File: config.mk
export PLATFORM = sky130hd
export DESIGN_NAME = phy_tx_ser
export DESIGN_NICKNAME = d
export VERILOG_FILES = /design/src/rtl/phy_tx_ser.sv
export SDC_FILE = /design/constraint.sdc
export NUM_CORES = 1
export LEC_CHECK = 0
export BUFFER_PORTS_ARGS = -buffer_cell sky130_fd_sc_hd__buf_2
export CAP_MARGIN = 20
export CORE_MARGIN = 2
export CORE_UTILIZATION = 30
export DETAILED_ROUTE_END_ITERATION = 6
export HOLD_SLACK_MARGIN = 0.02
export PLACE_DENSITY_LB_ADDON = 0.3
export SETUP_SLACK_MARGIN = 0.05
export SLEW_MARGIN = 10
export SYNTH_ARGS = -nofsm -noshare
export SYNTH_HDL_FRONTEND = slang
export SYNTH_SLANG_ARGS = --single-unit
File: constraint.sdc
create_clock -name clk_32f -period 2.3 [get_ports clk_32f]
set_clock_uncertainty 0.15 [all_clocks]
set_input_delay 0.23 -clock clk_32f [delete_from_list [all_inputs] [get_ports clk_32f]]
set_output_delay 0.23 -clock clk_32f [all_outputs]
set_load 0.01 [all_outputs]
File: src/rtl/phy_tx_ser.sv
// Two-lane byte-striped serializer fed by a 2-entry word FIFO; one word per 16-cycle frame, idle 0xBC otherwise.
// Latency 16-j cycles from a push at cnt==j (j<15), +16 if j==15; ready_input drops while two words are pending.

module phy_tx_fifo #(
  parameter int W     = 32,
  parameter int DEPTH = 2
) (
  input  logic                       clk,
  input  logic                       reset,
  input  logic                       wr_vld,
  input  logic [W-1:0]               wr_dat,
  input  logic                       rd_vld,
  output logic [W-1:0]               rd_dat,
  output logic [$clog2(DEPTH+1)-1:0] count
);
  localparam int AW = (DEPTH > 1) ? $clog2(DEPTH) : 1;
  localparam int CW = $clog2(DEPTH + 1);

  logic [W-1:0]  mem [DEPTH];
  logic [AW-1:0] wr_ptr;
  logic [AW-1:0] rd_ptr;

  function automatic logic [AW-1:0] next_ptr(input logic [AW-1:0] p);
    return (p == AW'(DEPTH - 1)) ? '0 : p + 1'b1;
  endfunction

  // The caller guarantees no write when full and no read when empty.
  always_ff @(posedge clk) begin
    if (wr_vld) mem[wr_ptr] <= wr_dat;
  end

  always_ff @(posedge clk) begin
    if (reset) begin
      wr_ptr <= '0;
      rd_ptr <= '0;
      count  <= '0;
    end else begin
      if (wr_vld) wr_ptr <= next_ptr(wr_ptr);
      if (rd_vld) rd_ptr <= next_ptr(rd_ptr);
      case ({wr_vld, rd_vld})
        2'b10:   count <= count + CW'(1);
        2'b01:   count <= count - CW'(1);
        default: count <= count;
      endcase
    end
  end

  assign rd_dat = mem[rd_ptr];
endmodule

module phy_tx_ser #(
  parameter int         FRAME_LEN = 16,
  parameter logic [7:0] IDLE_BYTE = 8'hBC
) (
  input  logic        clk_32f,
  input  logic        reset,
  input  logic [31:0] data_input,
  input  logic        valid_input,
  output logic        ready_input,
  output logic        par_ser_1,
  output logic        par_ser_2,
  output logic        tx_active,
  output logic        frame_start
);
  localparam int             CW   = $clog2(FRAME_LEN);
  localparam logic [CW-1:0]  LAST = CW'(FRAME_LEN - 1);
  localparam logic [15:0]    IDLE_PAIR = {IDLE_BYTE, IDLE_BYTE};

  typedef struct packed {
    logic [7:0] b3;
    logic [7:0] b2;
    logic [7:0] b1;
    logic [7:0] b0;
  } word_t;

  logic [CW-1:0] cnt;
  logic [15:0]   sr1;
  logic [15:0]   sr2;
  logic [1:0]    fifo_cnt;
  word_t         head;
  logic          load;
  logic          wr_vld;
  logic          rd_vld;

  assign ready_input = (fifo_cnt != 2'd2);
  assign wr_vld      = valid_input && ready_input;
  assign load        = (cnt == LAST);
  assign rd_vld      = load && (fifo_cnt != 2'd0);

  phy_tx_fifo #(.W(32), .DEPTH(2)) u_fifo (
    .clk    (clk_32f),
    .reset  (reset),
    .wr_vld (wr_vld),
    .wr_dat (data_input),
    .rd_vld (rd_vld),
    .rd_dat (head),
    .count  (fifo_cnt)
  );

  always_ff @(posedge clk_32f) begin
    if (reset) cnt <= '0;
    else       cnt <= load ? '0 : cnt + 1'b1;
  end

  // Lane 1 takes the odd bytes (31:24, 15:8), lane 2 the even ones, so each lane sends two bytes per frame.
  always_ff @(posedge clk_32f) begin
    if (reset) begin
      sr1       <= IDLE_PAIR;
      sr2       <= IDLE_PAIR;
      tx_active <= 1'b0;
    end else if (load) begin
      sr1       <= rd_vld ? {head.b3, head.b1} : IDLE_PAIR;
      sr2       <= rd_vld ? {head.b2, head.b0} : IDLE_PAIR;
      tx_active <= rd_vld;
    end else begin
      sr1 <= {sr1[14:0], 1'b0};
      sr2 <= {sr2[14:0], 1'b0};
    end
  end

  assign par_ser_1   = sr1[15];
  assign par_ser_2   = sr2[15];
  assign frame_start = (cnt == '0);
endmodule

==> results.yml, run 1 <==
outcome:
  status: "complete, no violations"
sta:
  fmax_ghz: 0.533
  maxSlewViolCount: 0
  fin_tns_setup_ps: 0
  hold_viol: 0
  fin_crit_sh_pct: 81.5
  min_period_ps: 1870
  finalSetupViolations: 0
  slew-limit-headroom_pct: 66.3
  tightest_slew_ps: 506
  rsz0062_at_grt: "no"
final_layout:
  drive_above_1_share_pct: 21.0
  fillers: 1148
  syn_to_final_growth_pct: 27.1
  multiInputGateArea_sq_um: 845
  final_nets: 362
  layout_commonest_cell: "edfxtp_1"
  seq_area_sq_mm: 0.00276
  final_cell_mix: "64 x edfxtp_1, 41 x dfxtp_1, 39 x buf_2, 32 x mux2i_1, 32 x dlygate4sd3_1"
  insertedDiodeCount: 0
setup_path:
  worstSetupStartpointType: "flop"
  cp_slowest_cell: "dfxtp_1"
  criticalPathCategory: "reg -> reg"
  reg2regPathDepth: 6
  cp-endpoint: "u_fifo.count[1]$_SDFFE_PP0P_"
  crit_fanout: 4
  path_cells: "ha_1 -> o2111ai_2 -> inv_1 -> ha_1 -> or3_1 -> a21oi_1"
  worstPathBufferInverterCount: 1
  rr_endpoint: "u_fifo.count[1]$_SDFFE_PP0P_"
  crit_start: "cnt[0]$_SDFF_PP0_"
  cpPeakStageDelay_ps: 370
  rrSetupSlack_ps: 430
  end_kind: "flop"
  crit_top_cell: "ha_1"
  required_ps: 2420
  r2r_start: "cnt[0]$_SDFF_PP0_"
  cp_data_arrival_time_ps: 1990
  critical_path.top_delay_family: "adder cells"
  path_depth: 6
power:
  max-vdd-ir-drop_mv: 0.481
  powerDensity_mw_per_mm2: 844
  power.leakage_uw: 0.00169
  p_total_uw: 3950
placement:
  gp_congestion: 0.646
  portBuffers: 39
  dp_hpwl_microns: 3570
cts:
  cts-root-buf: "clkbuf_16"
  clk_latency_ps: 330
  cts_max_path_buffers: 2
  cts_tree: "done"
  cts_resized: 0
  path_clk_slew_ps: 60
  post_cts_buffers: 0
  cts_hold_repair.buffers: 32
  cts.sinks: 106
  cts_buffers: 9
  h-tree-depth: 3
global_route:
  antenna_found_initial: 0
  grt_use_total_pct: 10.0
  grt_max_degree: 33
  grt_first_pass_wirelength_microns: 10100
  grt_pass1_vias: 2057
  overflow: 0
synth:
  ys_ff_latch: 106
  synthArstFlopShare_pct: 0
  netlist_area_sq_mm: 0.00368
  syn-instance-count: 248
  synth_nets: 286
  syn_avg_cell_area_sq_um: 14.9
  yosysWarnings: 0
  ys_seq_area_share_pct: 75.0
  ys_dominant_reg_cell: "edfxtp_1"
  yosysUniqueCellTypes: 28
  synth_edf_count: 64
flow_run:
  cap_violations: 0
detailed_routing:
  vias: 2029
  wirelength_microns: 6210
  wl_per_cell_microns: 13.1
  drt_iter0_drc: 82
  drcViolationCount: 0
  ant_nets: 0
  vias_per_cell: 4.26
  drtPass1Iterations: 4
floorplanning:
  ioPinCount: 40
  initial_core_util_pct: 30.7
  num_rows: 40
  die_y_microns: 115
  core_sq_mm: 0.0120
  die_x_microns: 115
  die_area_sq_mm: 0.0132
hold_path:
  hold_class: "in -> reg"
per-layer routing:
layer,wire length (microns),global-route usage [%],vias to the layer above
met3,249,3.16,6
met2,2940,16.5,41
li1,-,-,1040
met1,2970,12.6,942
met5,0,0,-
met4,57,3.37,0
worst min-delay path by stage:
stage | startpoint | slack (ps) | depth (start not counted) | to
2_1_floorplan | data_input[0] | 180 | 0 | u_fifo.mem[0][0]$_DFFE_PP_
3_3_place_gp | sr2[8]$_SDFF_PP0_ | 260 | 2 | sr2[9]$_SDFF_PP0_
3_5_place_dp | sr1[5]$_SDFF_PP1_ | 270 | 2 | sr1[6]$_SDFF_PP0_
4_1_cts | reset | 30 | 2 | u_fifo.wr_ptr$_SDFFE_PP0N_
5_1_grt | reset | 50 | 2 | u_fifo.wr_ptr$_SDFFE_PP0N_
6_report | reset | 50 | 2 | u_fifo.wr_ptr$_SDFFE_PP0N_
stage by stage:
stage               instances  cell area (sq um)  hold WS (ps)  setup WS [ps]  util, %
floorplan                 248               3680           179            266        -
global placement          428               4050           262            499     33.7
detailed placement        428               4050           269            457     33.7
CTS                       476               4680          28.4            422     39.0
global route              476               4680          53.9            306     39.0
finish                    476               4680          47.1            425     39.0
area by class of cell:
cell class | count | share of cell area, %
flip-flops and latches | 106 | 59.0
repair buffers | 76 | 12.1
well taps | 147 | 3.93
multi-input cells | 127 | 18.0
clock inverters | 5 | 1.68
inverters | 4 | 0.321
clock buffers | 11 | 4.97
registers in the layout (all words and copies together) (netlist names), named ones only:
| register | cells |
|---|---|
| u_fifo.mem | 64 |
| cnt | 4 |
| u_fifo.count | 2 |
| tx_active | 1 |
| sr2 | 16 |
| u_fifo.wr_ptr | 1 |
| u_fifo.rd_ptr | 1 |
| sr1 | 16 |
cells by family after synthesis:
group / Yosys count / synth area share [%]
buf+inv: 15 / 2.11
fa+ha+maj: 3 / 1.02
compound gates: 37 / 6.28
flops: 106 / 75.0
xor+xnor: 5 / 1.19
mux: 32 / 8.69
simple gates: 50 / 5.74
where the power goes:
part,internal [uW],switching [uW]
sequential,2130,31.5
combinational,108,122
clock,950,608
total,3190,761
Yosys cell counts (3+ instances only):
library cell  instances  area share (%)
mux2i_1              32             8.7
ha_1                  3             1.0
edfxtp_1             64              52
o21ai_0               4            0.54
dfxtp_1              42              23
a21oi_1              22             3.0
nand2_1              13             1.3
o21ai_2               7             1.7
nor2_1               29             3.0
buf_2                 8             1.1
xor2_1                3            0.71
inv_1                 4            0.41
Power figures use the tool's default switching activity.
==> run 2: changes to the inputs <==
==> constraint.sdc (replaced) <==
create_clock -name clk_32f -period 1.7 [get_ports clk_32f]
set_clock_uncertainty 0.15 [all_clocks]
set_input_delay 0.17 -clock clk_32f [delete_from_list [all_inputs] [get_ports clk_32f]]
set_output_delay 0.17 -clock clk_32f [all_outputs]
set_load 0.01 [all_outputs]
==> run 2 against run 1 <==
Against the previous run: critical path depth is the same; die area is the same; sequential share of layout area shrank 1.7 points; core utilization grew 1.3 points; first-iteration DRC count shrank 46%; cell area grew 3.4%; non-clock buffer count grew 8; total power grew 34%; largest cell class unchanged.
==> results.yml, run 2 (synthesis results as in run 1) <==
outcome:
  status: "complete, no violations"
final_layout:
  seq_area_sq_mm: 0.00278
  reg.largest.list: "u_fifo.mem: 64 flops, sr1: 16 flops, sr2: 16 flops"
  largest_reg_flops: 64
  fillers: 1121
  multiInputGateArea_sq_um: 890
  final_core_util_pct: 40.3
  syn_to_final_growth_pct: 31.4
  layout_commonest_cell: "edfxtp_1"
  insertedDiodeCount: 0
  top_register: "u_fifo.mem"
  final_nets: 370
  design_area_sq_mm: 0.00484
  drive_above_1_share_pct: 26.1
  final_cell_mix: "64 x edfxtp_1, 39 x buf_2, 37 x dfxtp_1, 34 x dlygate4sd3_1, 32 x mux2i_1"
setup_path:
  required_ps: 1820
  rrSetupSlack_ps: 120
  cp_slowest_cell: "dfxtp_4"
  worstSetupStartpointType: "flop"
  crit_top_cell: "ha_4"
  critical_path.top_delay_family: "flip-flops"
  crit_fanout: 4
  path_cells: "ha_4 -> o2111ai_4 -> inv_2 -> ha_4 -> or3_1 -> a21oi_1"
  criticalPathCategory: "reg -> reg"
  end_kind: "flop"
  cp_data_arrival_time_ps: 1700
  crit_start: "cnt[0]$_SDFF_PP0_"
  worstPathBufferInverterCount: 1
  r2r_start: "cnt[0]$_SDFF_PP0_"
  cpPeakStageDelay_ps: 370
cts:
  h-tree-depth: 3
  cts_tree: "done"
  clk_latency_ps: 340
  path_clk_slew_ps: 70
  cts.sinks: 106
  cts_buffers: 9
  cts-root-buf: "clkbuf_16"
  cts_max_path_buffers: 2
sta:
  fmax_ghz: 0.633
  finalSetupViolations: 0
  rsz0062_at_grt: "no"
  fin_crit_sh_pct: 92.9
  maxSlewViolCount: 0
  tightest_slew_ps: 338
  min_period_ps: 1580
  slew-limit-headroom_pct: 77.5
  hold_viol: 0
detailed_routing:
  vias: 2071
  drt_iter0_drc: 44
  wirelength_microns: 6410
  drcViolationCount: 0
  vias_per_cell: 4.28
  drtPass1Iterations: 4
  wl_per_cell_microns: 13.2
  ant_nets: 0
floorplanning:
  die_area_sq_mm: 0.0132
  die_y_microns: 115
  num_rows: 40
  die_x_microns: 115
  core_sq_mm: 0.0120
  ioPinCount: 40
  initial_core_util_pct: 30.7
global_route:
  grt_use_met2_pct: 17.5
  grtUsageMet3_pct: 3.74
  grt_max_degree: 33
  antenna_found_initial: 0
  grt_first_pass_wirelength_microns: 10800
  grt_use_total_pct: 10.7
  gr-usage-met1_pct: 13.8
  grt_pass1_vias: 2206
  grt-busiest-layer: "met2"
  overflow: 0
flow_run:
  cap_violations: 0
hold_path:
  hold_class: "reg -> reg"
  hp-start: "sr2[8]$_SDFF_PP0_"
power:
  max-vdd-ir-drop_mv: 0.707
  powerDensity_mw_per_mm2: 1090
  power.leakage_uw: 0.00173
placement:
  portBuffers: 39
  dp_hpwl_microns: 3940
  gp_congestion: 0.673
  post_dp_cell_area_sq_mm: 0.00418
run 2: worst paths after layout:
check             depth (start not counted)                      endpoint
hold / removal                            2             sr2[9]$_SDFF_PP0_
setup reg to reg                          6  u_fifo.count[1]$_SDFFE_PP0P_
hold reg to reg                           2             sr2[9]$_SDFF_PP0_
setup / recovery                          6  u_fifo.count[1]$_SDFFE_PP0P_
run 2: metal layers:
| layer | share of wire (%) | vias to the layer above |
|---|---|---|
| met2 | 47 | 40 |
| met5 | 0 | - |
| met3 | 4.0 | 7 |
| met1 | 48 | 967 |
| li1 | - | 1057 |
| met4 | 1.0 | 0 |
run 2: area by class of cell:
| cell class | count | share of cell area, % |
|---|---|---|
| sequential | 106 | 57.3 |
| clock buffer | 9 | 4.65 |
| timing repair buffer | 84 | 14.1 |
| multi-input combinational | 127 | 18.4 |
| clock inverter | 7 | 1.42 |
| tap | 147 | 3.80 |
| inverter | 4 | 0.387 |
run 2: power breakdown:
part	switching [uW]	internal, uW
Combinational	174	175
Sequential	47.9	2890
Clock	871	1140
run 2: tightest hold or removal path: stages (launching register included):
cell     delay [ps]
dfxtp_1         310
nand2_1          50
o21ai_2          40
run 2: through the flow:
| step | hold WS (ps) | worst slack, ps | TNS [ps] | total power (uW) | std cells |
|---|---|---|---|---|---|
| finish | 281 | 121 | 0 | 5290 | 484 |
| global route | 305 | 66.7 | 0 | 5510 | 484 |
| CTS | 284 | 63.4 | 0 | 5360 | 483 |
| detailed placement | 211 | -4.44 | -4.44 | 3280 | 433 |
| global placement | 208 | 27.8 | 0 | 3280 | 433 |
| floorplan | 119 | 30.4 | 0 | 3140 | 248 |
run 2: repair_timing:
item                                    CTS  global route
pin swaps                                 0             2
setup buffers                             0             1
hold buffers                             34             0
endpoints found under the setup margin    1             1
resized for setup                         4             3
hold endpoints to repair                 70             0
==> run 3: changes to the inputs <==
--- a/config.mk
+++ b/config.mk
@@ -11,8 +11,8 @@
 export CORE_UTILIZATION = 30
 export DETAILED_ROUTE_END_ITERATION = 6
 export HOLD_SLACK_MARGIN = 0.02
-export PLACE_DENSITY_LB_ADDON = 0.3
-export SETUP_SLACK_MARGIN = 0.05
+export PLACE_DENSITY_LB_ADDON = 0.15
+export SETUP_SLACK_MARGIN = 0.4
 export SLEW_MARGIN = 10
 export SYNTH_ARGS = -nofsm -noshare
 export SYNTH_HDL_FRONTEND = slang
==> run 3 against run 2 <==
Against the previous run: clock-buffer cell count rose by 4; the run now ends with hold timing left; core utilization increased by 2.4 points; cell area rose by 5.9%; hold slack got worse by 300 ps; cell count up 2.7%; die area unchanged; sequential share of layout area is 3.2 points lower; largest power group unchanged; critical endpoint unchanged; largest cell class unchanged; sequential power barely moved; highest routed layer unchanged; critical path depth is 1 higher; fmax decreased by 2.4%.
==> results.yml, run 3 (synthesis results as in run 1) <==
cts:
  cts_buffers: 9
  cts_max_path_buffers: 2
  h-tree-depth: 3
  cts.sinks: 106
  clk_latency_ps: 330
  cts_hold_repair.buffers: 32
  path_clk_slew_ps: 60
  cts_tree: "done"
  cts-root-buf: "clkbuf_16"
global_route:
  antenna_found_initial: 0
  grt_use_total_pct: 11.3
  grt-busiest-layer: "met2"
  grt_pass1_vias: 2184
  grt_use_met2_pct: 18.5
  grt_first_pass_wirelength_microns: 11100
  grtUsageMet3_pct: 3.74
  grt_max_degree: 23
  gr-usage-met1_pct: 14.5
  overflow: 0
power:
  max-vdd-ir-drop_mv: 0.553
  powerDensity_mw_per_mm2: 1050
  p_total_uw: 5370
  power.leakage_uw: 0.00186
setup_path:
  rr_endpoint: "u_fifo.count[1]$_SDFFE_PP0P_"
  worstSetupStartpointType: "flop"
  crit_fanout: 4
  rrSetupSlack_ps: 80
  r2r_start: "cnt[0]$_SDFF_PP0_"
  end_kind: "flop"
  cp_data_arrival_time_ps: 1740
  reg2regPathDepth: 7
  required_ps: 1820
  criticalPathCategory: "reg -> reg"
final_layout:
  reg.largest.list: "u_fifo.mem: 64 flops, sr1: 16 flops, sr2: 16 flops"
  drive_above_1_share_pct: 30.9
  top_register: "u_fifo.mem"
  final_cells: 497
  final_cell_mix: "64 x edfxtp_1, 38 x buf_2, 36 x dfxtp_1, 32 x mux2i_1, 32 x dlygate4sd3_1"
  fillers: 1134
  largest_reg_flops: 64
  syn_to_final_growth_pct: 39.2
  seq_area_sq_mm: 0.00278
  final_nets: 383
  insertedDiodeCount: 0
  multiInputGateArea_sq_um: 936
  layout_commonest_cell: "edfxtp_1"
hold_path:
  worstHoldEndpoint: "u_fifo.count[1]$_SDFFE_PP0P_"
  hold_class: "in -> reg"
  holdPathStages: 2
  hp-start: "reset"
placement:
  dp_hpwl_microns: 3890
  gp_congestion: 0.654
  portBuffers: 39
  dp_cells: 432
detailed_routing:
  vias: 2163
  vias_per_cell: 4.35
  wirelength_microns: 7260
  ant_nets: 0
  drtPass1Iterations: 3
  wl_per_cell_microns: 14.6
  drt_iter0_drc: 62
  drcViolationCount: 0
sta:
  fin_crit_sh_pct: 95.1
  slew-limit-headroom_pct: 76.8
  fin_hold_ws_ps: -21.7
  rsz0062_at_grt: "yes"
  hold_viol: 2
  tightest_slew_ps: 348
  finalSetupViolations: 0
  fin_tns_setup_ps: 0
  fmax_ghz: 0.618
  maxSlewViolCount: 0
  min_period_ps: 1620
floorplanning:
  num_rows: 40
  die_area_sq_mm: 0.0132
  ioPinCount: 40
  die_x_microns: 115
  core_sq_mm: 0.0120
  die_y_microns: 115
  initial_core_util_pct: 30.7
outcome:
  failed_checks: "hold timing"
  status: "finished with violations"
flow_run:
  cap_violations: 0
## run 3: how the worst max path moves through the flow
stage                                 startpoint                      endpoint  slack [ps]  cells past startpoint
floorplan           u_fifo.count[0]$_SDFFE_PP0P_    u_fifo.mem[0][0]$_DFFE_PP_          60                      3
global placement               cnt[0]$_SDFF_PP0_  u_fifo.count[1]$_SDFFE_PP0P_          90                      6
detailed placement             cnt[0]$_SDFF_PP0_  u_fifo.count[1]$_SDFFE_PP0P_          50                      6
CTS                            cnt[0]$_SDFF_PP0_  u_fifo.count[1]$_SDFFE_PP0P_          90                      7
global route                   cnt[0]$_SDFF_PP0_  u_fifo.count[1]$_SDFFE_PP0P_          -5                      7
finish                         cnt[0]$_SDFF_PP0_  u_fifo.count[1]$_SDFFE_PP0P_          80                      7
## run 3: what timing repair did
item                                    in CTS  in global routing
pin swaps                                    4                  2
buffers inserted                             8                  2
gates resized for setup                     16                 10
endpoints found under the setup margin     101                106
hold endpoints to repair                    70                  6
cloned                                       4                  3
## run 3: layout make-up
class | instances | area share [%]
Clock buffer | 13 | 4.69
Clock inverter | 3 | 0.781
Inverter | 4 | 0.366
Multi-Input combinational cell | 127 | 18.3
Sequential cell | 106 | 54.1
Tap cell | 147 | 3.59
Timing Repair Buffer | 97 | 18.2
## run 3: report_power, final
group / switching [uW] / internal (uW) / total [uW]
sequential: 46.5 / 2890 / 2930
clock: 827 / 1140 / 1970
combinational: 215 / 260 / 475
total: 1090 / 4290 / 5370
## run 3: worst max-delay path, cell delays in order, from the launching register on
cell	delay (ps)
dfxtp_4	360
ha_4	170
o2111ai_4	60
inv_2	60
ha_4	150
xnor2_1	120
or3_1	330
a21oi_2	140
## run 3: per-stage QoR
step | util [%] | hold slack [ps] | worst slack, ps | instance area, sq um
after floorplan | - | 119 | 60.7 | 3740
after global placement | 35.0 | 208 | 86.1 | 4200
after detailed placement | 35.0 | 211 | 54.7 | 4200
after CTS | 41.7 | -28.4 | 92.1 | 5010
after global routing | 42.7 | -14.7 | -4.60 | 5130
final | 42.7 | -21.7 | 82.8 | 5130
## run 3: per-layer routing
| metal | part of all wire, % | routed length (microns) |
|---|---|---|
| met4 | 1.2 | 86 |
| met5 | 0 | 0 |
| met1 | 48 | 3460 |
| met2 | 47 | 3440 |
| met3 | 3.7 | 269 |
